### src/rtl/rtc_pkg.sv
// Shared RTC register-map definitions: time record layout, register offsets,
// APB state encoding and field accessors used by the register block and its bench.
package rtc_pkg;

    typedef struct packed {
        logic [15:0] year;
        logic [3:0]  month;
        logic [4:0]  dom;
        logic [2:0]  dow;
        logic [6:0]  hours;   // {am_pm, mode_12_24, hours[4:0]}
        logic [5:0]  min;
        logic [5:0]  sec;
    } rtc_time_t;

    typedef enum logic [1:0] {ST_IDLE, ST_SETUP, ST_ACCESS} apb_state_e;

    typedef enum logic [2:0] {
        REG_ENABLE, REG_CONFIG, REG_CUR, REG_CONST,
        REG_INIT, REG_IR_IN, REG_IR_OUT, REG_NONE
    } reg_region_e;

    localparam logic [31:0] ADDR_ENABLE = 32'h00, ADDR_CONFIG = 32'h04, ADDR_CONST = 32'h24;
    localparam logic [31:0] ADDR_CUR_SEC = 32'h08, ADDR_CUR_MIN = 32'h0C, ADDR_CUR_HOURS = 32'h10,
                            ADDR_CUR_DOW = 32'h14, ADDR_CUR_DOM = 32'h18, ADDR_CUR_MONTH = 32'h1C,
                            ADDR_CUR_YEAR = 32'h20;
    localparam logic [31:0] ADDR_INIT_SEC = 32'h28, ADDR_INIT_MIN = 32'h2C, ADDR_INIT_HOURS = 32'h30,
                            ADDR_INIT_DOW = 32'h34, ADDR_INIT_DOM = 32'h38, ADDR_INIT_MONTH = 32'h3C,
                            ADDR_INIT_YEAR = 32'h40;
    localparam logic [31:0] ADDR_IR_IN_SEC = 32'h44, ADDR_IR_IN_MIN = 32'h48, ADDR_IR_IN_HOURS = 32'h4C,
                            ADDR_IR_IN_DOW = 32'h50, ADDR_IR_IN_DOM = 32'h54, ADDR_IR_IN_MONTH = 32'h58,
                            ADDR_IR_IN_YEAR = 32'h5C;
    localparam logic [31:0] ADDR_IR_OUT_SEC = 32'h60, ADDR_IR_OUT_MIN = 32'h64, ADDR_IR_OUT_HOURS = 32'h68,
                            ADDR_IR_OUT_DOW = 32'h6C, ADDR_IR_OUT_DOM = 32'h70, ADDR_IR_OUT_MONTH = 32'h74,
                            ADDR_IR_OUT_YEAR = 32'h78;

    function automatic logic [31:0] get_field(rtc_time_t t, logic [2:0] fld);
        case (fld)
            3'd0:    return {26'd0, t.sec};
            3'd1:    return {26'd0, t.min};
            3'd2:    return {25'd0, t.hours};
            3'd3:    return {29'd0, t.dow};
            3'd4:    return {27'd0, t.dom};
            3'd5:    return {28'd0, t.month};
            3'd6:    return {16'd0, t.year};
            default: return 32'd0;
        endcase
    endfunction

    function automatic rtc_time_t set_field(rtc_time_t t, logic [2:0] fld, logic [31:0] d);
        rtc_time_t r;
        r = t;
        case (fld)
            3'd0:    r.sec   = d[5:0];
            3'd1:    r.min   = d[5:0];
            3'd2:    r.hours = d[6:0];
            3'd3:    r.dow   = d[2:0];
            3'd4:    r.dom   = d[4:0];
            3'd5:    r.month = d[3:0];
            3'd6:    r.year  = d[15:0];
            default: r = t;
        endcase
        return r;
    endfunction

endpackage

### src/rtl/rtc_alarm_ctrl.sv
// Alarm window tracking: pending sets when live time first equals IR_IN,
// clears when it first equals IR_OUT or software clears it; set has priority.
module rtc_alarm_ctrl
    import rtc_pkg::*;
(
    input  logic      clk,
    input  logic      rst,
    input  rtc_time_t cur_time,
    input  rtc_time_t ir_in_time,
    input  rtc_time_t ir_out_time,
    input  logic      irq_clr,
    input  logic      irq_en,
    output logic      irq_pending,
    output logic      irq
);

    logic match_in, match_out, match_in_q, match_out_q;
    logic set_evt, clr_evt;

    assign match_in  = (cur_time == ir_in_time);
    assign match_out = (cur_time == ir_out_time);
    assign set_evt   = match_in & ~match_in_q;
    assign clr_evt   = (match_out & ~match_out_q) | irq_clr;

    always_ff @(posedge clk or posedge rst) begin
        if (rst) begin
            match_in_q  <= 1'b0;
            match_out_q <= 1'b0;
            irq_pending <= 1'b0;
            irq         <= 1'b0;
        end else begin
            match_in_q  <= match_in;
            match_out_q <= match_out;
            if (set_evt)
                irq_pending <= 1'b1;
            else if (clr_evt)
                irq_pending <= 1'b0;
            irq <= irq_pending & irq_en;
        end
    end

endmodule

### src/rtl/rtc_apb_regs.sv
// APB3 register block for the RTC: enable/config/prescaler, INIT and alarm
// window time fields, and a coherent snapshot of the live time for reads.
//
// state     | meaning
// ST_IDLE   | no transfer in flight; waiting for a setup phase
// ST_SETUP  | setup phase seen; this cycle is the first access cycle
// ST_ACCESS | read wait state done; second access cycle returns data
module rtc_apb_regs
    import rtc_pkg::*;
#(
    parameter logic [31:0] PRESCALE_RST = 32'd32768
) (
    input  logic        clk,
    input  logic        rst,
    input  logic        psel,
    input  logic        penable,
    input  logic        pwrite,
    input  logic [31:0] paddr,
    input  logic [31:0] pwdata,
    output logic [31:0] prdata,
    output logic        pready,
    output logic        pslverr,
    input  rtc_time_t   cur_time,
    output rtc_time_t   init_time,
    output rtc_time_t   ir_in_time,
    output rtc_time_t   ir_out_time,
    output logic        rtc_en,
    output logic [31:0] prescale,
    output logic        init_load,
    output logic        irq
);

    apb_state_e  state, state_nxt;
    reg_region_e region;
    logic [2:0]  fld;
    logic [4:0]  widx;
    logic        addr_ok, err, wr_en, rd_en, irq_en, irq_pending, irq_clr;
    logic [31:0] rd_data, rd_q;
    logic        err_q;
    rtc_time_t   snap;

    assign widx    = paddr[6:2];
    assign addr_ok = (paddr[1:0] == 2'b00) && (paddr[31:7] == 25'd0) && (paddr[6:0] <= 7'h78);

    // Field index uses modulo-8 arithmetic on the word index; bases are 2, 10, 17, 24.
    always_comb begin
        region = REG_NONE;
        fld    = 3'd0;
        if (addr_ok) begin
            if (widx == 5'd0)       region = REG_ENABLE;
            else if (widx == 5'd1)  region = REG_CONFIG;
            else if (widx <= 5'd8)  begin region = REG_CUR;    fld = widx[2:0] - 3'd2; end
            else if (widx == 5'd9)  region = REG_CONST;
            else if (widx <= 5'd16) begin region = REG_INIT;   fld = widx[2:0] - 3'd2; end
            else if (widx <= 5'd23) begin region = REG_IR_IN;  fld = widx[2:0] - 3'd1; end
            else                    begin region = REG_IR_OUT; fld = widx[2:0];        end
        end
    end

    assign err = (region == REG_NONE) || (pwrite && region == REG_CUR);

    always_comb begin
        rd_data = 32'd0;
        case (region)
            REG_ENABLE: rd_data = {31'd0, rtc_en};
            REG_CONFIG: rd_data = {28'd0, irq_pending, 1'b0, irq_en, 1'b0};
            REG_CUR:    rd_data = (fld == 3'd0) ? get_field(cur_time, 3'd0) : get_field(snap, fld);
            REG_CONST:  rd_data = prescale;
            REG_INIT:   rd_data = get_field(init_time, fld);
            REG_IR_IN:  rd_data = get_field(ir_in_time, fld);
            REG_IR_OUT: rd_data = get_field(ir_out_time, fld);
            default:    rd_data = 32'd0;
        endcase
    end

    always_comb begin
        state_nxt = state;
        pready    = 1'b0;
        pslverr   = 1'b0;
        prdata    = 32'd0;
        wr_en     = 1'b0;
        rd_en     = 1'b0;
        case (state)
            ST_IDLE: begin
                if (psel && !penable) state_nxt = ST_SETUP;
            end
            ST_SETUP: begin
                if (!psel) begin
                    state_nxt = ST_IDLE;
                end else if (penable) begin
                    if (pwrite) begin
                        pready    = 1'b1;
                        pslverr   = err;
                        wr_en     = ~err;
                        state_nxt = ST_IDLE;
                    end else begin
                        rd_en     = 1'b1;
                        state_nxt = ST_ACCESS;
                    end
                end
            end
            ST_ACCESS: begin
                if (psel && penable) begin
                    pready  = 1'b1;
                    pslverr = err_q;
                    prdata  = rd_q;
                end
                state_nxt = ST_IDLE;
            end
            default: state_nxt = ST_IDLE;
        endcase
    end

    assign irq_clr = wr_en && (region == REG_CONFIG) && pwdata[2];

    always_ff @(posedge clk or posedge rst) begin
        if (rst) begin
            state       <= ST_IDLE;
            rd_q        <= 32'd0;
            err_q       <= 1'b0;
            snap        <= '0;
            rtc_en      <= 1'b0;
            irq_en      <= 1'b0;
            init_load   <= 1'b0;
            prescale    <= PRESCALE_RST;
            init_time   <= '0;
            ir_in_time  <= '0;
            ir_out_time <= '0;
        end else begin
            state     <= state_nxt;
            init_load <= wr_en && (region == REG_CONFIG) && pwdata[0];
            if (rd_en) begin
                rd_q  <= err ? 32'd0 : rd_data;
                err_q <= err;
                if (!err && region == REG_CUR && fld == 3'd0) snap <= cur_time;
            end
            if (wr_en) begin
                case (region)
                    REG_ENABLE: rtc_en      <= pwdata[0];
                    REG_CONFIG: irq_en      <= pwdata[1];
                    REG_CONST:  prescale    <= pwdata;
                    REG_INIT:   init_time   <= set_field(init_time, fld, pwdata);
                    REG_IR_IN:  ir_in_time  <= set_field(ir_in_time, fld, pwdata);
                    REG_IR_OUT: ir_out_time <= set_field(ir_out_time, fld, pwdata);
                    default: ;
                endcase
            end
        end
    end

    rtc_alarm_ctrl u_alarm (
        .clk         (clk),
        .rst         (rst),
        .cur_time    (cur_time),
        .ir_in_time  (ir_in_time),
        .ir_out_time (ir_out_time),
        .irq_clr     (irq_clr),
        .irq_en      (irq_en),
        .irq_pending (irq_pending),
        .irq         (irq)
    );

endmodule
### config.mk
export PLATFORM = sky130hd
export DESIGN_NAME = rtc_apb_regs
export DESIGN_NICKNAME = d
export VERILOG_FILES = /design/src/rtl/rtc_pkg.sv /design/src/rtl/rtc_alarm_ctrl.sv /design/src/rtl/rtc_apb_regs.sv
export SDC_FILE = /design/constraint.sdc
export NUM_CORES = 1
export LEC_CHECK = 0
export CAP_MARGIN = 20
export CORE_MARGIN = 2
export CORE_UTILIZATION = 50
export CTS_CLUSTER_SIZE = 24
export DETAILED_ROUTE_END_ITERATION = 8
export PLACE_DENSITY = 0.91
export SLEW_MARGIN = 20
export SYNTH_ARGS = -nofsm -noshare
export SYNTH_HDL_FRONTEND = slang
export SYNTH_SLANG_ARGS = --single-unit
export TNS_END_PERCENT = 50
### constraint.sdc
create_clock -name clk -period 10.9 [get_ports clk]
set_input_delay 2.18 -clock clk [delete_from_list [all_inputs] [get_ports clk]]
set_output_delay 2.18 -clock clk [all_outputs]
set_load 0.03 [all_outputs]
==> run summary, run 1 <==
Power, Total = 2.108 mW
RSZ-0062 raised after global routing = false
Layout Utilization = 67.99%
Max Slew Vio Count = 0
Main synth FF type = dfrtp_1
share of synthesized flip-flops with an asynchronous set or reset = 100.0%
num rows = 59
H-tree levels = 1
first-pass GRT wire length = 75.36 mm
clock skew = 17.14 ps
crit path capture = pslverr
grt total ovfl = 0
DRT iter0 DRCs = 1383
setup bufs post-CTS = 0
count of input and output buffers = 325
Hold Crit Class = reg -> reg
arrival time worst endpoint = 5940 ps
CTS sink cnt = 256
wl on met1 = 18.74 mm
setup_tns = 0 ps
Vias = 11.48k
Crit path required time = 8720 ps
static leakage = 8.070 nW
Setup CP Type = in -> out
WL/cell = 28.06 µm
Final setup viols = 0
fillcell total = 1886
cell area after synthesis = 13160 µm²
Max FO, Critical Path = 14
met3 WL = 5.606 mm
final hold viol count = 0
Worst Setup End Kind = primary output
via/cell ratio = 6.431
post-cts resize count = 0
Least-Margin Pin Slew = 1175 ps
Netlist cell types = 68
First-pass DRT Iterations = 7
die area = 27640 µm²
DRC = 0
total track usage = 35.72%
DRT antenna net count = 0
flops & latches, synth = 256
CTS tree = built
TritonCTS Buffers = 27
FMAX = 123.1 MHz
VDD IR-drop max = 0.0001476 V
core area = 25980 µm²
Bufs on Longest Clock Path = 3
R2R cell count = 6
post-DP HPWL = 36.09 mm
CP Launch Type = primary input
post-synthesis to final-layout area growth = 34.22%
EDFF count, synth = 0
top sig layer = met5
Rel. slew slack = 21.63%
Worst-Skew Late Latency = 560 ps
crit path launch = paddr[2]
worst r2r dst = ir_out_time[34]
vias in the first global route = 11.83k
reg-to-reg startpoint = state[1]
die height = 166.3 µm
CTS root buf = clkbuf_16
hold_buf cts = 0
num ports = 326
routability cong. = 1.004
register-to-register setup slack = 7830 ps
layout cells sized above 1 = 21.60%
PwrDens = 119.3 nW/µm²
die width = 166.3 µm
Ys Warns = 0
Mapped Nets = 1245
antenna violations before repair = 2
Final period util = 74.50%
max cap viols = 0
starting density of the core = 50.65%
Yosys top cell area share = 48.48%
result of the run = complete, no violations
total routed wirelength = 50.09 mm
nets@finish = 1554
Clock Pin Slew Worst Setup and Hold Paths = 60 ps
Mapped Cells = 1119
Mean Syn Cell Area = 11.76 µm²
area leader, netlist = dfrtp_1
metal2 WL = 22.79 mm
area occupied by multi-input gates = 6426 µm²
register area share after synthesis = 48.68%
largest net degree at the start of global routing = 109
synth top area cells = dfrtp_1 (48%), mux2_2 (19%), xor2_1 (6.3%), nand2_1 (2.2%), a22o_1 (2.0%)
Sequential Area = 6407 µm²
Tmin final = 8120 ps
==> per-layer routing <==
| layer | up-vias | global-route usage [%] |
|---|---|---|
| met2 | 855 | 55.26 |
| li1 | 4752 | - |
| met3 | 179 | 8.222 |
| met1 | 5692 | 46.98 |
| met5 | - | 0 |
| met4 | 2 | 19.19 |
==> area by class of cell <==
class,instances,area share [%]
multi-input combinational,788,36.37
tap,335,2.373
sequential,256,36.27
antenna,1,0.01416
inverter,9,0.2337
timing repair buffer,346,19.31
clock inverter,10,0.8215
clock buffer,40,4.610
==> worst max-delay path: stages <==
cell             delay [ps]
clkdlybuf4s50_1         760
inv_1                   160
ha_1                    260
o21ai_0                 520
nand4_4                 330
a211oi_2                240
buf_4                   280
nand2b_1                210
nand2b_1                 80
a21boi_0                200
clkdlybuf4s50_1         720
==> cells in the mapped netlist, types with 24 or more instances <==
| master | count |
|---|---|
| and2_1 | 37 |
| nor4_1 | 30 |
| mux2_2 | 219 |
| dfrtp_1 | 255 |
| a22oi_1 | 24 |
| clkbuf_1 | 31 |
| nand2_1 | 78 |
| a21oi_1 | 24 |
| o21ai_0 | 30 |
| xor2_1 | 94 |
| a22o_1 | 30 |
==> how the worst min path moves through the flow <==
stage / cells past startpoint / slack (ps) / to / start
6_report: 1 / 500 / rd_q[30] / rd_q[30]
5_1_grt: 1 / 510 / snap[16] / snap[16]
4_1_cts: 1 / 500 / snap[16] / snap[16]
3_5_place_dp: 1 / 480 / rd_q[26] / rd_q[26]
3_3_place_gp: 1 / 480 / snap[41] / snap[41]
2_1_floorplan: 1 / 460 / snap[41] / snap[41]
==> flip-flops by register name (all words and copies together) (netlist names), 2 cells and up <==
register	cells
snap	41
state	2
ir_out_time	47
ir_in_time	47
init_time	47
rd_q	32
prescale	32
==> where the power goes <==
group	internal (mW)	total (mW)	switching [mW]
Combinational	0.0633	0.169	0.105
Clock	0.590	0.986	0.396
Sequential	0.952	0.954	0.00159
==> stage by stage <==
stage / instances / hold WS [ps] / setup WS (ps) / cell area [µm²]
2_1_floorplan: 1119 / 464.6 / 1680 / 13160
3_3_place_gp: 1734 / 476.5 / 2957 / 16700
3_5_place_dp: 1734 / 483.2 / 2864 / 16700
4_1_cts: 1784 / 499.2 / 2855 / 17660
5_1_grt: 1785 / 505.3 / 2575 / 17670
6_report: 1785 / 497.5 / 2780 / 17670
==> logic make-up (layout without fill, tap and decap cells) <==
family	after synthesis	count (layout)	synth area share (%)
AOI/OAI and AO/OA	183	183	10.36
xor gates and xnor gates	94	94	6.255
adders and majority gates	10	10	0.9506
buffers and inverters	75	405	2.671
DFF	256	256	48.68
muxes	235	235	19.96
other	0	1	0
and+or+nand+nor	266	266	11.12
==> cell usage in the layout (no fill, tap or decap), drive strengths merged, types with 24 or more instances in the layout <==
| master | n |
|---|---|
| nor2 | 25 |
| a22oi | 24 |
| nand2 | 80 |
| a22o | 30 |
| dfrtp | 255 |
| nor4 | 30 |
| and2 | 38 |
| clkdlybuf4s50 | 325 |
| o21ai | 30 |
| nor3 | 25 |
| xor2 | 94 |
| clkbuf | 40 |
| mux2 | 220 |
| a21oi | 24 |
Note: power is estimated with default switching activity, not from simulation.
==> run 2, diff against run 1 <==
--- a/config.mk
+++ b/config.mk
@@ -7,10 +7,10 @@
 export LEC_CHECK = 0
 export CAP_MARGIN = 20
 export CORE_MARGIN = 2
-export CORE_UTILIZATION = 50
+export CORE_UTILIZATION = 45
 export CTS_CLUSTER_SIZE = 24
 export DETAILED_ROUTE_END_ITERATION = 8
-export PLACE_DENSITY = 0.91
+export PLACE_DENSITY = 0.87
 export SLEW_MARGIN = 20
 export SYNTH_ARGS = -nofsm -noshare
 export SYNTH_HDL_FRONTEND = slang
==> constraint.sdc (replaced) <==
create_clock -name clk -period 7.4 [get_ports clk]
set_input_delay 1.48 -clock clk [delete_from_list [all_inputs] [get_ports clk]]
set_output_delay 1.48 -clock clk [all_outputs]
set_load 0.03 [all_outputs]
==> run summary, run 2 (same netlist as run 1, synthesis figures left out) <==
R2R cell count = 7 (+1)
total track usage = 32.55% (-3.2 points)
Layout Utilization = 61.46% (-6.5 points)
post-DP HPWL = 37.22 mm (+3.1%)
Regs by FF count = init_time (47), ir_in_time (47), ir_out_time (47)
Int Pwr = 2.323 mW (+45%)
VDD IR-drop max = 0.0001877 V (+27%)
vias in the first global route = 11.57k (-2.2%)
final hold viol count = 0 (unchanged)
reg-to-reg startpoint = state[1]
Rel. slew slack = 25.45% (+3.8 points)
core area = 28780 µm² (+11%)
DRT iter0 DRCs = 1297 (-6.2%)
Final period util = 86.07%
num rows = 62 (+5.1%)
die width = 175.0 µm (+5.3%)
Crit path required time = 5920 ps (-2800 ps)
nets@finish = 1551 (-0.19%)
die area = 30630 µm² (+11%)
non-filler instance count after layout = 1830 (+2.5%)
Bufs on Longest Clock Path = 3 (unchanged)
num ports = 326 (unchanged)
worst r2r dst = ir_out_time[15]
count of input and output buffers = 325 (unchanged)
grt total ovfl = 0 (unchanged)
post-cts resize count = 0 (unchanged)
CP Launch Type = primary input
first-pass GRT wire length = 74.84 mm (-0.70%)
DRC = 0 (unchanged)
sw frac = 24.31% (+0.46 points)
FMAX = 157.0 MHz
hold_buf cts = 0 (unchanged)
CTS tree = built
TritonCTS Buffers = 27 (unchanged)
CTS sink cnt = 256 (unchanged)
hold path cells = 1 (unchanged)
post-synthesis to final-layout area growth = 34.39%
WL/cell = 28.02 µm (-0.16%)
max cap viols = 0 (unchanged)
routability cong. = 1.027 (+2.2%)
CTS root buf = clkbuf_16
Max FO, Critical Path = 14 (unchanged)
arrival time worst endpoint = 4890 ps (-1050 ps)
PwrDens = 173.5 nW/µm² (+45%)
logic gate share of total power = 8.1% (about the same)
Post-Place Cells = 1780 (+2.7%)
sequential share of power = 45.8% (+0.5 points)
Worst Setup End Kind = primary output
Worst Hold Launch = rd_q[25]
ant diodes = 0 (-1)
commonest non-fill, non-tap cells in the layout = clkdlybuf4s50_1 (325), dfrtp_1 (255), mux2_2 (219)
DRT antenna net count = 0 (unchanged)
Worst-Skew Late Latency = 540 ps (-20 ps)
clock skew = 10.28 ps (-6.863 ps)
die height = 175.0 µm (+5.3%)
Max Slew Vio Count = 0 (unchanged)
final setup margin = 1031 ps (-1749 ps)
Least-Margin Pin Slew = 1115 ps (-60.77 ps)
hold path endpoint = rd_q[25]
Vias = 11.45k (-0.30%)
Tmin final = 6369 ps
Hold Crit Class = reg -> reg
RSZ-0062 raised after global routing = false
starting density of the core = 45.74% (-4.9 points)
Psw = 746.2 µW (+48%)
Power, Total = 3.070 mW (+46%)
Area after DPL = 16760 µm² (+0.33%)
static leakage = 8.048 nW (-0.28%)
dpl ws = 1046 ps (-1818 ps)
register-to-register setup slack = 4190 ps (-3640 ps)
Final setup viols = 0 (unchanged)
setup bufs post-CTS = 0 (unchanged)
worst hold margin = 501.1 ps (+3.592 ps)
final instance area = 17690 µm² (+0.13%)
setup_tns = 0 ps (unchanged)
result of the run = complete, no violations
First-pass DRT Iterations = 6 (-1)
Setup CP Type = in -> out
layout cells sized above 1 = 21.44% (-0.16 points)
via/cell ratio = 6.255 (-2.7%)
most common cell after layout, fill and taps aside = clkdlybuf4s50_1
clock share of power = 46.1% (-0.6 points)
largest net degree at the start of global routing = 160 (+47%)
Clock Pin Slew Worst Setup and Hold Paths = 60 ps (about the same)
antenna violations before repair = 1 (-1)
H-tree levels = 1 (unchanged)
total routed wirelength = 51.27 mm (+2.4%)
## run 2: layout make-up
class                      instances  area (µm²)
timing repair buffer             343        3413
clock buffer                      35       755.7
inverter                           9       37.54
multi-input combinational        788        6430
fill                            2298       11090
tap                              384       480.5
clock inverter                    15       165.2
sequential                       256        6407
## run 2: worst max-delay path by stage
stage                         from  endpoint  slack (ps)  depth (start not counted)
after floorplan           paddr[2]   pslverr        2060                          9
final                     paddr[2]   pslverr        1030                         10
after global placement    paddr[2]   pslverr        1110                         10
after CTS                 paddr[2]   pslverr        1040                         10
after global routing      paddr[2]   pslverr         790                         10
after detailed placement  paddr[2]   pslverr        1050                         10
## run 2: per-layer routing
layer / GRT usage (%) / wire, µm / up-vias
li1: - / - / 4752
met1: 42.80 / 19990 / 5765
met2: 52.08 / 23590 / 766
met3: 7.028 / 4984 / 163
met4: 14.06 / 2699 / 0
met5: 0 / 0 / -
## run 2: critical path, cell delays in order
cell,delay [ps]
clkdlybuf4s50_1,750
inv_1,160
ha_1,250
o21ai_0,480
nand4_4,320
a211oi_2,250
nand2b_1,210
nand2b_1,70
a21boi_0,210
clkdlybuf4s50_1,710
## run 2: power groups by stage
stage               Sequential (mW)  Clock (mW)  Combinational [mW]
CTS                            1.40        1.42               0.245
global placement               1.43           0               0.240
detailed placement             1.43           0               0.243
global route                   1.40        1.47               0.265
floorplan                      1.43           0               0.110
finish                         1.40        1.42               0.249
==> run 3, diff against run 2 <==
--- a/config.mk
+++ b/config.mk
@@ -6,11 +6,12 @@
 export NUM_CORES = 1
 export LEC_CHECK = 0
 export CAP_MARGIN = 20
-export CORE_MARGIN = 2
-export CORE_UTILIZATION = 45
+export CORE_MARGIN = 3
+export CORE_UTILIZATION = 50
 export CTS_CLUSTER_SIZE = 24
 export DETAILED_ROUTE_END_ITERATION = 8
-export PLACE_DENSITY = 0.87
+export MAX_ROUTING_LAYER = met4
+export PLACE_DENSITY = 0.91
 export SLEW_MARGIN = 20
 export SYNTH_ARGS = -nofsm -noshare
 export SYNTH_HDL_FRONTEND = slang
==> constraint.sdc (replaced) <==
create_clock -name clk -period 6.2 [get_ports clk]
set_input_delay 1.24 -clock clk [delete_from_list [all_inputs] [get_ports clk]]
set_output_delay 1.24 -clock clk [all_outputs]
set_load 0.03 [all_outputs]
==> run summary, run 3 (same netlist as run 1, synthesis figures left out) <==
hold_buf cts = 0 (unchanged)
non-filler instance count after layout = 1790 (-2.2%)
setup bufs post-CTS = 0 (unchanged)
max cap viols = 0 (unchanged)
commonest non-fill, non-tap cells in the layout = clkdlybuf4s50_1 (323), dfrtp_1 (255), mux2_2 (219)
nets@finish = 1567 (+1.0%)
arrival time worst endpoint = 4310 ps (-580 ps)
total track usage = 37.20% (+4.7 points)
Setup CP Type = in -> out
core area = 25540 µm² (-11%)
CTS root buf = clkbuf_16
clock share of power = 46.9% (+0.8 points)
Int Pwr = 2.827 mW (+22%)
setup_tns = 0 ps (unchanged)
slowest stage delay, CP = 740 ps (about the same)
Max Slew Vio Count = 0 (unchanged)
grt total ovfl = 0 (unchanged)
vias in the first global route = 12.04k (+4.1%)
ant diodes = 0 (unchanged)
final setup margin = 655.0 ps (-375.6 ps)
sw frac = 24.23% (-0.083 points)
most common cell after layout, fill and taps aside = clkdlybuf4s50_1
fillcell total = 1832 (-20%)
Worst-Skew Late Latency = 570 ps (+30 ps)
via/cell ratio = 6.586 (+5.3%)
die area = 28310 µm² (-7.6%)
result of the run = complete, no violations
Worst Setup End Kind = primary output
final hold viol count = 0 (unchanged)
post-DP HPWL = 38.24 mm (+2.7%)
Final period util = 89.44%
dpl ws = 747.3 ps (-298.3 ps)
post-synthesis to final-layout area growth = 34.88%
VDD IR-drop max = 0.0002083 V (+11%)
logic gate share of total power = 8.1% (about the same)
Buf/Inv on CP = 3 (unchanged)
Post-Place Cells = 1742 (-2.1%)
die height = 168.3 µm (-3.9%)
WL/cell = 29.45 µm (+5.1%)
post-cts resize count = 0 (unchanged)
First-pass DRT Iterations = 9 (+3)
count of input and output buffers = 325 (unchanged)
clock skew = 8.720 ps (-1.556 ps)
RSZ-0062 raised after global routing = false
DRC = 0 (unchanged)
total routed wirelength = 52.71 mm (+2.8%)
routability cong. = 1.068 (+4.0%)
Final setup viols = 0 (unchanged)
DRT iter0 DRCs = 1680 (+30%)
Least-Margin Pin Slew = 1140 ps (+25.25 ps)
Layout Utilization = 69.50% (+8.0 points)
layout cells sized above 1 = 22.26% (+0.82 points)
Crit path required time = 4960 ps (-960 ps)
num ports = 326 (unchanged)
Hold Crit Class = reg -> reg
Vias = 11.79k (+3.0%)
Tmin final = 5545 ps
TritonCTS Buffers = 27 (unchanged)
CP delay by family, top = buffers and inverters
FMAX = 180.3 MHz
num rows = 58 (-6.5%)
Bufs on Longest Clock Path = 3 (unchanged)
largest net degree at the start of global routing = 121 (-24%)
Regs by FF count = init_time (47), ir_in_time (47), ir_out_time (47)
PwrDens = 210.1 nW/µm² (+21%)
DRT antenna net count = 0 (unchanged)
static leakage = 8.141 nW (+1.2%)
CTS sink cnt = 256 (unchanged)
most used cell along the critical path = nand2b_1
H-tree levels = 1 (unchanged)
CTS tree = built
Psw = 903.9 µW (+21%)
CP Launch Type = primary input
antenna violations before repair = 0 (-1)
die width = 168.3 µm (-3.9%)
sequential share of power = 44.9% (-0.9 points)
cell with the largest stage delay on the worst path = clkdlybuf4s50_1
Max FO, Critical Path = 14 (unchanged)
first-pass GRT wire length = 78.11 mm (+4.4%)
Clock Pin Slew Worst Setup and Hold Paths = 60 ps (about the same)
starting density of the core = 51.53% (+5.8 points)
Rel. slew slack = 23.77% (-1.7 points)
cells along the critical path = clkdlybuf4s50_1 -> inv_1 -> ha_1 -> o21ai_0 -> nand4_4 -> a211oi_2 -> nand2b_1 -> nand2b_1 -> a21boi_0 -> buf_4
-- run 3: changes by cell type in the layout (fill, tap and decap cells not counted) --
cell / before / now
and3_1: 14 / 15
and3_2: 1 / 0
buf_2: 0 / 1
buf_4: 16 / 33
bufinv_16: 3 / 4
clkbuf_8: 5 / 6
clkdlybuf4s50_1: 325 / 323
clkinv_2: 8 / 5
inv_16: 0 / 1
inv_6: 1 / 0
inv_8: 1 / 0
nor4_2: 0 / 1
nor4_4: 1 / 0
-- run 3: final timing paths --
path / start / endpoint / slack [ps] / cells after the start
worst max-delay path: paddr[2] / pslverr / 650 / 10
worst min-delay path: rd_q[31] / rd_q[31] / 490 / 1
max in group asynchronous: rst / prescale[18] / 3690 / 3
worst max register to register: state[1] / ir_in_time[41] / 3000 / 7
worst min register to register: rd_q[31] / rd_q[31] / 490 / 1
min in group asynchronous: rst / init_load / 1240 / 2
-- run 3: through the flow --
| stage | power (mW) | hold slack, ps | area [µm²] |
|---|---|---|---|
| 2_1_floorplan | 1.840 | 464.6 | 13170 |
| 3_3_place_gp | 1.994 | 475.7 | 16810 |
| 3_5_place_dp | 2.000 | 482.9 | 16810 |
| 4_1_cts | 3.722 | 499.9 | 17760 |
| 5_1_grt | 3.819 | 518.2 | 17750 |
| 6_report | 3.731 | 493.2 | 17750 |
-- run 3: area by class of cell --
type | count | area, µm² | share of cell area [%]
Multi-Input combinational cell | 788 | 6420 | 36.16
Clock buffer | 36 | 769.5 | 4.334
Timing Repair Buffer | 359 | 3526 | 19.86
Sequential cell | 256 | 6407 | 36.09
Tap cell | 330 | 412.9 | 2.326
Inverter | 9 | 37.54 | 0.2114
Clock inverter | 12 | 180.2 | 1.015
-- run 3: power by group through the flow --
| stage | registers (mW) | logic (mW) | clock network (mW) |
|---|---|---|---|
| final | 1.68 | 0.303 | 1.75 |
| after global placement | 1.71 | 0.287 | 0 |
| after CTS | 1.68 | 0.295 | 1.75 |
| after detailed placement | 1.71 | 0.292 | 0 |
| after floorplan | 1.71 | 0.132 | 0 |
| after global routing | 1.68 | 0.319 | 1.82 |
-- run 3: per-layer routing --
metal  track usage (%)  vias to the layer above  share of wire (%)
met5                 -                        -                  0
met4             17.25                        0                5.8
met3             9.462                      197                 12
li1                  -                     4777                  -
met1             47.95                     5893                 38
met2             55.50                      922                 44
